===== src/rtl/fft_frame_arbiter.sv =====
// Frame-atomic arbiter sharing one fft_core among N_REQ requesters; a tag FIFO routes
// each result frame back to its source. Define FFT_ARB_FIXED_PRIO_EN for fixed-priority arbitration.
module fft_frame_arbiter #(
  parameter  int DATA_WIDTH = 50,
  parameter  int N_REQ      = 2,
  parameter  int FRAME_LEN  = 8,
  parameter  int TAG_DEPTH  = 4,
  localparam int GRANT_W    = (N_REQ > 1) ? $clog2(N_REQ) : 1
) (
  input  logic                        clk_i,
  input  logic                        rst_i,
  input  logic [N_REQ*DATA_WIDTH-1:0] req_signal_i,
  input  logic [N_REQ-1:0]            req_valid_i,
  output logic [N_REQ-1:0]            req_ready_o,
  output logic [DATA_WIDTH-1:0]       core_signal_o,
  output logic                        core_valid_o,
  input  logic                        core_ready_i,
  input  logic [DATA_WIDTH-1:0]       core_signal_i,
  input  logic                        core_valid_i,
  output logic                        core_ready_o,
  output logic [DATA_WIDTH-1:0]       res_signal_o,
  output logic [N_REQ-1:0]            res_valid_o,
  input  logic [N_REQ-1:0]            res_ready_i,
  output logic [GRANT_W-1:0]          grant_o,
  output logic                        busy_o
);

  localparam int CNT_W = $clog2(FRAME_LEN);
  localparam int PTR_W = (TAG_DEPTH > 1) ? $clog2(TAG_DEPTH) : 1;

  typedef enum logic {IDLE, STREAM} state_t;

  state_t             state, state_next;
  logic [GRANT_W-1:0] grant, last_grant, arb_base, winner, cand, head;
  logic [CNT_W-1:0]   in_cnt, out_cnt;
  logic [GRANT_W-1:0] tag_mem [TAG_DEPTH];
  logic [PTR_W-1:0]   wr_ptr, rd_ptr;
  logic [PTR_W:0]     tag_count;
  logic               tag_empty, tag_full, arb_go;
  logic               in_beat, in_last, out_beat, pop;

  function automatic logic [PTR_W-1:0] ptr_inc(input logic [PTR_W-1:0] p);
    return (p == PTR_W'(TAG_DEPTH - 1)) ? '0 : p + 1'b1;
  endfunction

  // Fixed priority is round-robin searched from a constant base, so index 0 is always tried first.
`ifdef FFT_ARB_FIXED_PRIO_EN
  assign arb_base = GRANT_W'(N_REQ - 1);
`else
  assign arb_base = last_grant;
`endif

  always_comb begin
    winner = '0;
    cand   = '0;
    for (int i = N_REQ; i >= 1; i--) begin
      cand = GRANT_W'((int'(arb_base) + i) % N_REQ);
      if (req_valid_i[cand]) winner = cand;
    end
  end

  assign tag_empty = (tag_count == '0);
  assign tag_full  = (tag_count == (PTR_W+1)'(TAG_DEPTH));
  assign arb_go    = (state == IDLE) && (|req_valid_i) && !tag_full;
  assign head      = tag_mem[rd_ptr];

  always_ff @(posedge clk_i) begin
    if (rst_i) state <= IDLE;
    else       state <= state_next;
  end

  always_comb begin
    state_next = state;
    case (state)
      IDLE:    if (arb_go) state_next = STREAM;
      STREAM:  if (in_last) state_next = IDLE;
      default: state_next = IDLE;
    endcase
  end

  always_comb begin
    req_ready_o   = '0;
    core_valid_o  = 1'b0;
    core_signal_o = '0;
    if (state == STREAM) begin
      core_signal_o      = req_signal_i[int'(grant)*DATA_WIDTH +: DATA_WIDTH];
      core_valid_o       = req_valid_i[grant];
      req_ready_o[grant] = core_ready_i;
    end
  end

  assign in_beat = core_valid_o && core_ready_i;
  assign in_last = in_beat && (in_cnt == CNT_W'(FRAME_LEN - 1));

  always_ff @(posedge clk_i) begin
    if (rst_i) begin
      grant      <= '0;
      last_grant <= GRANT_W'(N_REQ - 1);
      in_cnt     <= '0;
    end else begin
      if (arb_go) grant <= winner;
      if (in_beat) in_cnt <= in_last ? '0 : in_cnt + 1'b1;
      if (in_last) last_grant <= grant;
    end
  end

  // An empty tag FIFO leaves core_ready_o low, so stray core output stalls instead of misrouting.
  always_comb begin
    res_valid_o  = '0;
    core_ready_o = 1'b0;
    if (!tag_empty) begin
      res_valid_o[head] = core_valid_i;
      core_ready_o      = res_ready_i[head];
    end
  end

  assign res_signal_o = core_signal_i;
  assign out_beat     = core_valid_i && core_ready_o;
  assign pop          = out_beat && (out_cnt == CNT_W'(FRAME_LEN - 1));

  always_ff @(posedge clk_i) begin
    if (in_last) tag_mem[wr_ptr] <= grant;
  end

  always_ff @(posedge clk_i) begin
    if (rst_i) begin
      wr_ptr    <= '0;
      rd_ptr    <= '0;
      tag_count <= '0;
      out_cnt   <= '0;
    end else begin
      if (in_last) wr_ptr <= ptr_inc(wr_ptr);
      if (pop) rd_ptr <= ptr_inc(rd_ptr);
      if (out_beat) out_cnt <= pop ? '0 : out_cnt + 1'b1;
      if (in_last && !pop)      tag_count <= tag_count + 1'b1;
      else if (pop && !in_last) tag_count <= tag_count - 1'b1;
    end
  end

  assign grant_o = grant;
  assign busy_o  = (state == STREAM) || !tag_empty;

endmodule


===== config.mk =====
export PLATFORM = sky130hd
export DESIGN_NAME = fft_frame_arbiter
export DESIGN_NICKNAME = d
export VERILOG_FILES = /design/src/rtl/fft_frame_arbiter.sv
export SDC_FILE = /design/constraint.sdc
export NUM_CORES = 1
export LEC_CHECK = 0
export ABC_AREA = 1
export BUFFER_PORTS_ARGS = -buffer_cell sky130_fd_sc_hd__buf_2
export CAP_MARGIN = 25
export CORE_AREA = 2 2 102 104
export DETAILED_ROUTE_END_ITERATION = 6
export DIE_AREA = 0 0 104 106
export PLACE_DENSITY = 0.68
export SYNTH_ARGS = -nofsm -noshare
export SYNTH_HDL_FRONTEND = slang
export SYNTH_SLANG_ARGS = --single-unit

===== constraint.sdc =====
create_clock -name clk_i -period 1.9 [get_ports clk_i]
set_input_delay 0.38 -clock clk_i [delete_from_list [all_inputs] [get_ports clk_i]]
set_output_delay 0.38 -clock clk_i [all_outputs]
set_load 0.02 [all_outputs]

Word-level counts from Yosys, hierarchy flattened
Memory sizes are Yosys's and may differ from the RTL's. A register that Yosys moved wholly into a read port is not among the register bits.
Index checks and enable logic that the tools add are counted.
{"block": "word_totals", "register_bits": 16, "latchBits": 0, "mem_bits_ro": 0, "ramBits": 4, "n_memories": 1, "inputBits": 158}
{"block": "op_classes", "div_mod_pow": 0, "bitwise": 3, "add_sub_neg": 8, "reduce_logical": 18, "shift": 1, "n_lt_le_gt_ge": 6, "eq_ne": 5, "mux": 32, "mul": 1}
{"memory": "tag_mem", "words": 4, "word_bits": 1, "read_ports": 1, "rd_ports_with_merged_regs": 1, "wr": 1, "line": "36", "source": "logic [GRANT_W-1:0] tag_mem [TAG_DEPTH];"}
{"cell": "$shiftx A100 B8 Y50", "count": 1}
{"cell": "$mux W50", "count": 1}
{"cell": "$mux W1", "count": 18}
{"cell": "$mux W2", "count": 6}
{"cell": "$mux W3", "count": 4}
{"cell": "$logic_and A1 B1 Y1", "count": 10}
{"cell": "$add A3 B1 Y3 const B", "count": 3}
{"cell": "$eq A3 B3 Y1 const B", "count": 3}
{"cell": "$lt A1 B2 Y1 const B", "count": 4}
{"cell": "$mul A1 B5 Y6 const B", "count": 1}
{"cell": "$add A2 B1 Y2 const B", "count": 2}
{"cell": "$and A2 B2 Y2", "count": 2}
{"cell": "$eq A2 B2 Y1 const B", "count": 2}
{"cell": "$logic_not A1 Y1", "count": 4}
{"cell": "$logic_not A3 Y1", "count": 1}
{"cell": "$sub A3 B1 Y3 const B", "count": 1}
{"cell": "$add A1 B1 Y1 const B", "count": 2}
{"cell": "$demux W1 S1", "count": 2}
{"cell": "$ge A1 B1 Y1 const B", "count": 2}
{"cell": "$pmux W1 S2", "count": 1}
{"cell": "$reduce_bool A2 Y1", "count": 1}
{"cell": "$reduce_or A2 Y1", "count": 1}
{"cell": "$logic_or A1 B1 Y1", "count": 1}
{"cell": "$not A1 Y1", "count": 1}

Logic depth before layout (Yosys ltp)
{"block": "logic_depth", "ltp_word": 9, "ltp_mapped": 14}

Worst setup path after synthesis
Ideal clock, no wire load.
{"block": "synth_timing", "kind": "reg2reg", "start": "register grant, in the netlist grant_o", "end": "register tag_count[2]", "path_stages_with_launch": 13, "t_required_ns": 1.778, "path_slack_ns": -0.376, "path_buffers": 1, "period_less_slack_ns": 2.276, "setup_ns": 0.122, "t_arrival_ns": 2.154, "path_cell_list": "dfxtp_1 > buf_6 > nand2_2 > o21ai_4 > nand2_4 > nor2_8 > ha_1 > inv_1 > fa_1 > a21oi_1 > o21ai_0 > o21ai_0 > a21oi_1"}
{"block": "synth_between", "elab_chain_cells": 8, "elab_cells_between_ends": 10, "cone_classes": "mux (4); reduce/logical (6)"}
{"item": "start: declaration", "line": "34", "source": "logic [GRANT_W-1:0] grant, last_grant, arb_base, winner, cand, head;"}
{"item": "start signal: assignment", "line": "101", "source": "if (arb_go) grant <= winner;"}
{"item": "$mux W1 (implied by the code) * (2 in a row)", "line": "87", "source": "core_valid_o = req_valid_i[grant];"}
{"item": "$mux W1 *", "line": "85", "source": "if (state == STREAM) begin"}
{"item": "named net core_valid_o", "line": "16", "source": "output logic core_valid_o,"}
{"item": "$logic_and A1 B1 Y1 *", "line": "92", "source": "assign in_beat = core_valid_o && core_ready_i;"}
{"item": "$logic_and A1 B1 Y1 *", "line": "93", "source": "assign in_last = in_beat && (in_cnt == CNT_W'(FRAME_LEN - 1));"}
{"item": "named net in_last", "line": "40", "source": "logic in_beat, in_last, out_beat, pop;"}
{"item": "$logic_not A1 Y1", "line": "136", "source": "else if (pop && !in_last) tag_count <= tag_count - 1'b1;"}
{"item": "$logic_and A1 B1 Y1", "line": "136"}
{"item": "$reduce_bool A2 Y1 (no source line)"}
{"item": "end signal: assignment", "line": "135", "source": "if (in_last && !pop) tag_count <= tag_count + 1'b1;"}
{"item": "end signal: assignment", "line": "136"}
{"item": "end: declaration", "line": "38", "source": "logic [PTR_W:0] tag_count;"}
The timed path passes the listed nets; every way through them passes the cells marked *. The select of a mux whose other input is x is not followed.
A chain may end at the register's enable or synchronous reset.

Worst setup path in the final report
{"block": "layout_timing", "start": "register grant, in the netlist grant_o", "end": "register tag_count[2]"}
{"block": "layout_between", "elab_chain_cells": 8, "elab_cells_between_ends": 10, "cone_classes": "mux (4); reduce/logical (6)"}
{"item": "$mux W1 (implied by the code) * (2 in a row)", "line": "87"}
{"item": "$mux W1 *", "line": "85"}
{"item": "$logic_and A1 B1 Y1 *", "line": "92"}
{"item": "$logic_and A1 B1 Y1 *", "line": "93"}
{"item": "named net in_last", "line": "40"}
{"item": "$logic_not A1 Y1", "line": "136"}
{"item": "$logic_and A1 B1 Y1", "line": "136"}
{"item": "$reduce_bool A2 Y1 (no source line)"}
Marked as above.

==> impl_summary.txt <==
----------------------------------------------------
[Clocking]
  Maximum buffer depth of the clock tree ... 2
  Clock tree from TritonCTS ... built
  Count of hold-fix buffers inserted at cts ... 0
  Insertion delay to the later sink of the worst-skew pair ... 260 ps
  Number of post-CTS setup repair buffers ... 0
  Clock Pin Slew Worst Setup and Hold Paths ... ~80 ps
  Clk sink count ... 22
  Clock root buffer ... sky130_fd_sc_hd__clkbuf_8
  H-tree levels ... 1
  Number of buffers inserted during clock tree synthesis ... 3

[Synthesis]
  Share of the synthesized area in the top cell type ... between 20% and 30%
  Sequential area share after synthesis ... approximately a fifth
  Most used standard cells in the synthesized netlist ... sky130_fd_sc_hd__nand2_1 (122), sky130_fd_sc_hd__a21oi_1 (62), sky130_fd_sc_hd__buf_4 (50), sky130_fd_sc_hd__inv_1 (29)
  Syn Area/Cell ... a little over 6 um^2
  Async set-or-reset flop fraction in the synthesized netlist ... 0%
  Post-synthesis register bit count ... 22
  Mapped Nets ... ~540
  Most common cell in the netlist ... sky130_fd_sc_hd__nand2_1
  Number of synthesized flops with an enable pin ... 4
  Most frequently used flop master after synthesis ... sky130_fd_sc_hd__dfxtp_1
  Synthesized netlist cell count ... ~370
  Cell types with the largest area share after synthesis ... sky130_fd_sc_hd__nand2_1 (20%), sky130_fd_sc_hd__buf_4 (16%), sky130_fd_sc_hd__dfxtp_1 (16%)
  Post-synth cell types ... 29
  Synthesis warning total ... 0
  Cell taking the most area after synthesis ... sky130_fd_sc_hd__nand2_1
  Synthesized area ... ~2300 um^2

[Timing]
  Max Fclk ... roughly 0.53 GHz
  Max-slew violations ... 0
  Fin. Hold Viols ... 0
  Slew Limit Headroom ... roughly three quarters
  Number of endpoints failing setup at the final stage ... 0
  RSZ-0062 raised after global routing ... true
  Period utilization ... 98.74%
  Final critical-path required period ... ~1900 ps
  Worst-Margin Slew ... 387.4 ps
  Final Skew ... slightly below 6 ps

[Floorplanning]
  Total number of placement rows ... 37
  I/O pin count ... 266
  Area of the placeable core ... about 10000 um^2
  Initial core utilization ... ~23%
  Area of the die ... approximately 11000 um^2
  Chip Width ... approximately 100 um
  Die boundary height ... ~110 um

[Flow run]
  Max-cap check violation count ... 0

[Power]
  Worst-case vdd ir drop ... 0.0002179 V
  LEAKAGE ... approximately 0.0017 uW
  Total power per unit cell area ... roughly 430 nW/um^2

[Setup path]
  Register-to-Register Path Depth ... 12
  Type of element launching the critical path ... register
  Max Fanout on Critical Path ... 4
  Worst setup path startpoint ... grant_o
  Kind of capture point of the worst setup path ... register
  Crit path top cell by count ... sky130_fd_sc_hd__inv_2
  Worst Path Required ... 2050 ps
  Slowest Stage Delay on Critical Path ... approximately 380 ps
  Cell-by-cell trace of the critical path ... inv_2, nand3_2, o21ai_4, nand2_4, nor2_8, ha_4, inv_2, fa_2, a21oi_2, o21ai_2, o21ai_1, a21oi_1
  Critical path class ... register to register
  Slowest cell on the critical path ... sky130_fd_sc_hd__dfxtp_4
  Crit path DAT ... between 2000 and 2500 ps
  Start of the worst register-to-register path ... grant_o

[Global routing]
  Via count of the first global-routing pass ... around 2.4k
  Maximum number of pins on one net before global-route repair ... 52
  First-pass GRT wire length ... ~12 mm
  Initial antenna violation count ... 1
  Global-route total usage across every layer ... 12.80%
  Overflow left after global routing ... 0

[Route]
  Vias per cell ... between 4 and 5
  Detailed-route DRC error count ... 0
  Number of routed nets with antenna violations ... 0
  Final Routed Wirelength ... 7.486 mm
  TritonRoute pass-1 iters ... 4
  Via total after detailed routing ... between 2k and 3k
  DR WL/cell ... ~12 um
  Number of design-rule violations left by the first detailed-router iteration ... 75

[Cells and area]
  Non-filler cells, final ... about 620
  Fraction of layout cells with a size suffix above 1 ... 45.59%
  Final-stage net count ... roughly 660
  Area grow syn2layout ... 37.82%
  Cell area after layout ... about 3100 um^2

[Hold path]
  Class of the tightest hold or removal check ... input port to register
  Start point of the worst hold path ... rst_i
  Hold Crit Depth ... 2

[Place]
  Number of I/O port buffers ... between 150 and 200
  Number of cells in the design after placement ... between 600 and 700
  RD Place Congestion ... about 0.77
  Dpl hpwl ... 6.050 mm
  Placement-stage cell area ... between 2000 and 3000 um^2

[Run status]
  Outcome ... finished, final reports clean

----------------------------------------------------
[registers in the layout (all words and copies together) (netlist names), named ones only]
signal / cells
arb_base: 1
grant_o: 1
in_cnt: 3
out_cnt: 3
rd_ptr: 2
state: 1
tag_count: 3
tag_mem: 4
wr_ptr: 2
[cell families (layout without fill, tap and decap cells)]
family          after synthesis  count (layout)  synth area share, %
simple gates                160             160                29.74
buf+inv                      99             219                25.07
compound gates               75              75                17.70
flops                        22              22                21.11
fa+ha+maj                    11              11                6.377
other cells                   0               1                    0
[metal layers]
| layer | GRT usage, % | wire (um) | up-vias |
|---|---|---|---|
| met1 | 15.10 | 3005 | 1120 |
| met2 | 23.03 | 3805 | 125 |
| met3 | 3.311 | 618 | 10 |
| li1 | - | - | 1353 |
| met5 | 0 | 0 | - |
| met4 | 3.378 | 57 | 0 |
[critical path: cells and delay by family (launching register included)]
kind            cells  cell delay, ps
compound gates      5             480
buf+inv             2             120
fa+ha+maj           2             490
flops               1             380
simple gates        3             300
[cell usage in the layout (no fill, tap or decap), types with 2 or more instances in the layout]
master	n
sky130_fd_sc_hd__o21ai_1	2
sky130_fd_sc_hd__edfxtp_1	4
sky130_fd_sc_hd__inv_2	4
sky130_fd_sc_hd__a21oi_1	59
sky130_fd_sc_hd__nand3_2	4
sky130_fd_sc_hd__nor3_1	2
sky130_fd_sc_hd__ha_4	2
sky130_fd_sc_hd__o21ai_0	6
sky130_fd_sc_hd__ha_1	7
sky130_fd_sc_hd__buf_2	162
sky130_fd_sc_hd__nand2_1	120
sky130_fd_sc_hd__nand4_1	2
sky130_fd_sc_hd__nor2_1	18
sky130_fd_sc_hd__a21oi_2	4
sky130_fd_sc_hd__dfxtp_1	14
sky130_fd_sc_hd__buf_4	17
sky130_fd_sc_hd__inv_1	26
sky130_fd_sc_hd__nand2_2	4
sky130_fd_sc_hd__nand2_4	3
sky130_fd_sc_hd__buf_12	3
sky130_fd_sc_hd__nand3_1	3
sky130_fd_sc_hd__clkbuf_8	3
sky130_fd_sc_hd__dfxtp_2	3
[where the power goes]
part	leakage, uW	switching, uW	total, uW	internal, uW
clock network	0.0000228	150	300	149
logic	0.00152	326	551	225
registers	0.000184	6.57	485	479
[what timing repair did]
| action | in CTS | in global routing |
|---|---|---|
| gates resized for setup | 12 | 16 |
| endpoints found under the setup margin | 52 | 16 |
| hold endpoints to repair | 0 | 0 |
| pin swaps | 0 | 7 |
[through the flow]
stage / total power, uW / setup WS [ps] / utilization (%) / hold WS [ps] / TNS, ps
finish: 1336 / 23.90 / 31.37 / 338.6 / 0
global route: 1420 / -111.9 / 31.37 / 339.9 / -182.9
CTS: 1339 / 0.1721 / 30.83 / 336.9 / 0
detailed placement: 1035 / -22.89 / 29.96 / 464.7 / -22.89
global placement: 1036 / -1.398 / 29.96 / 460.5 / -1.398
floorplan: 938.2 / -177.5 / - / 438.6 / -226.1
[layout make-up]
type	count	area (um^2)
fill	1144	6863
multi-input combinational	246	1297
timing repair buffer	183	1010
sequential	22	488.0
tap	136	170.2
inverter	32	123.9
clock buffer	4	45.04
antenna	1	2.502
[final timing paths]
path                   to  slack (ps)
max reg2reg  tag_count[2]          20
min reg2reg     in_cnt[1]         480
min               grant_o         340
max          tag_count[2]          20
Note: power is estimated with default switching activity, not from simulation.
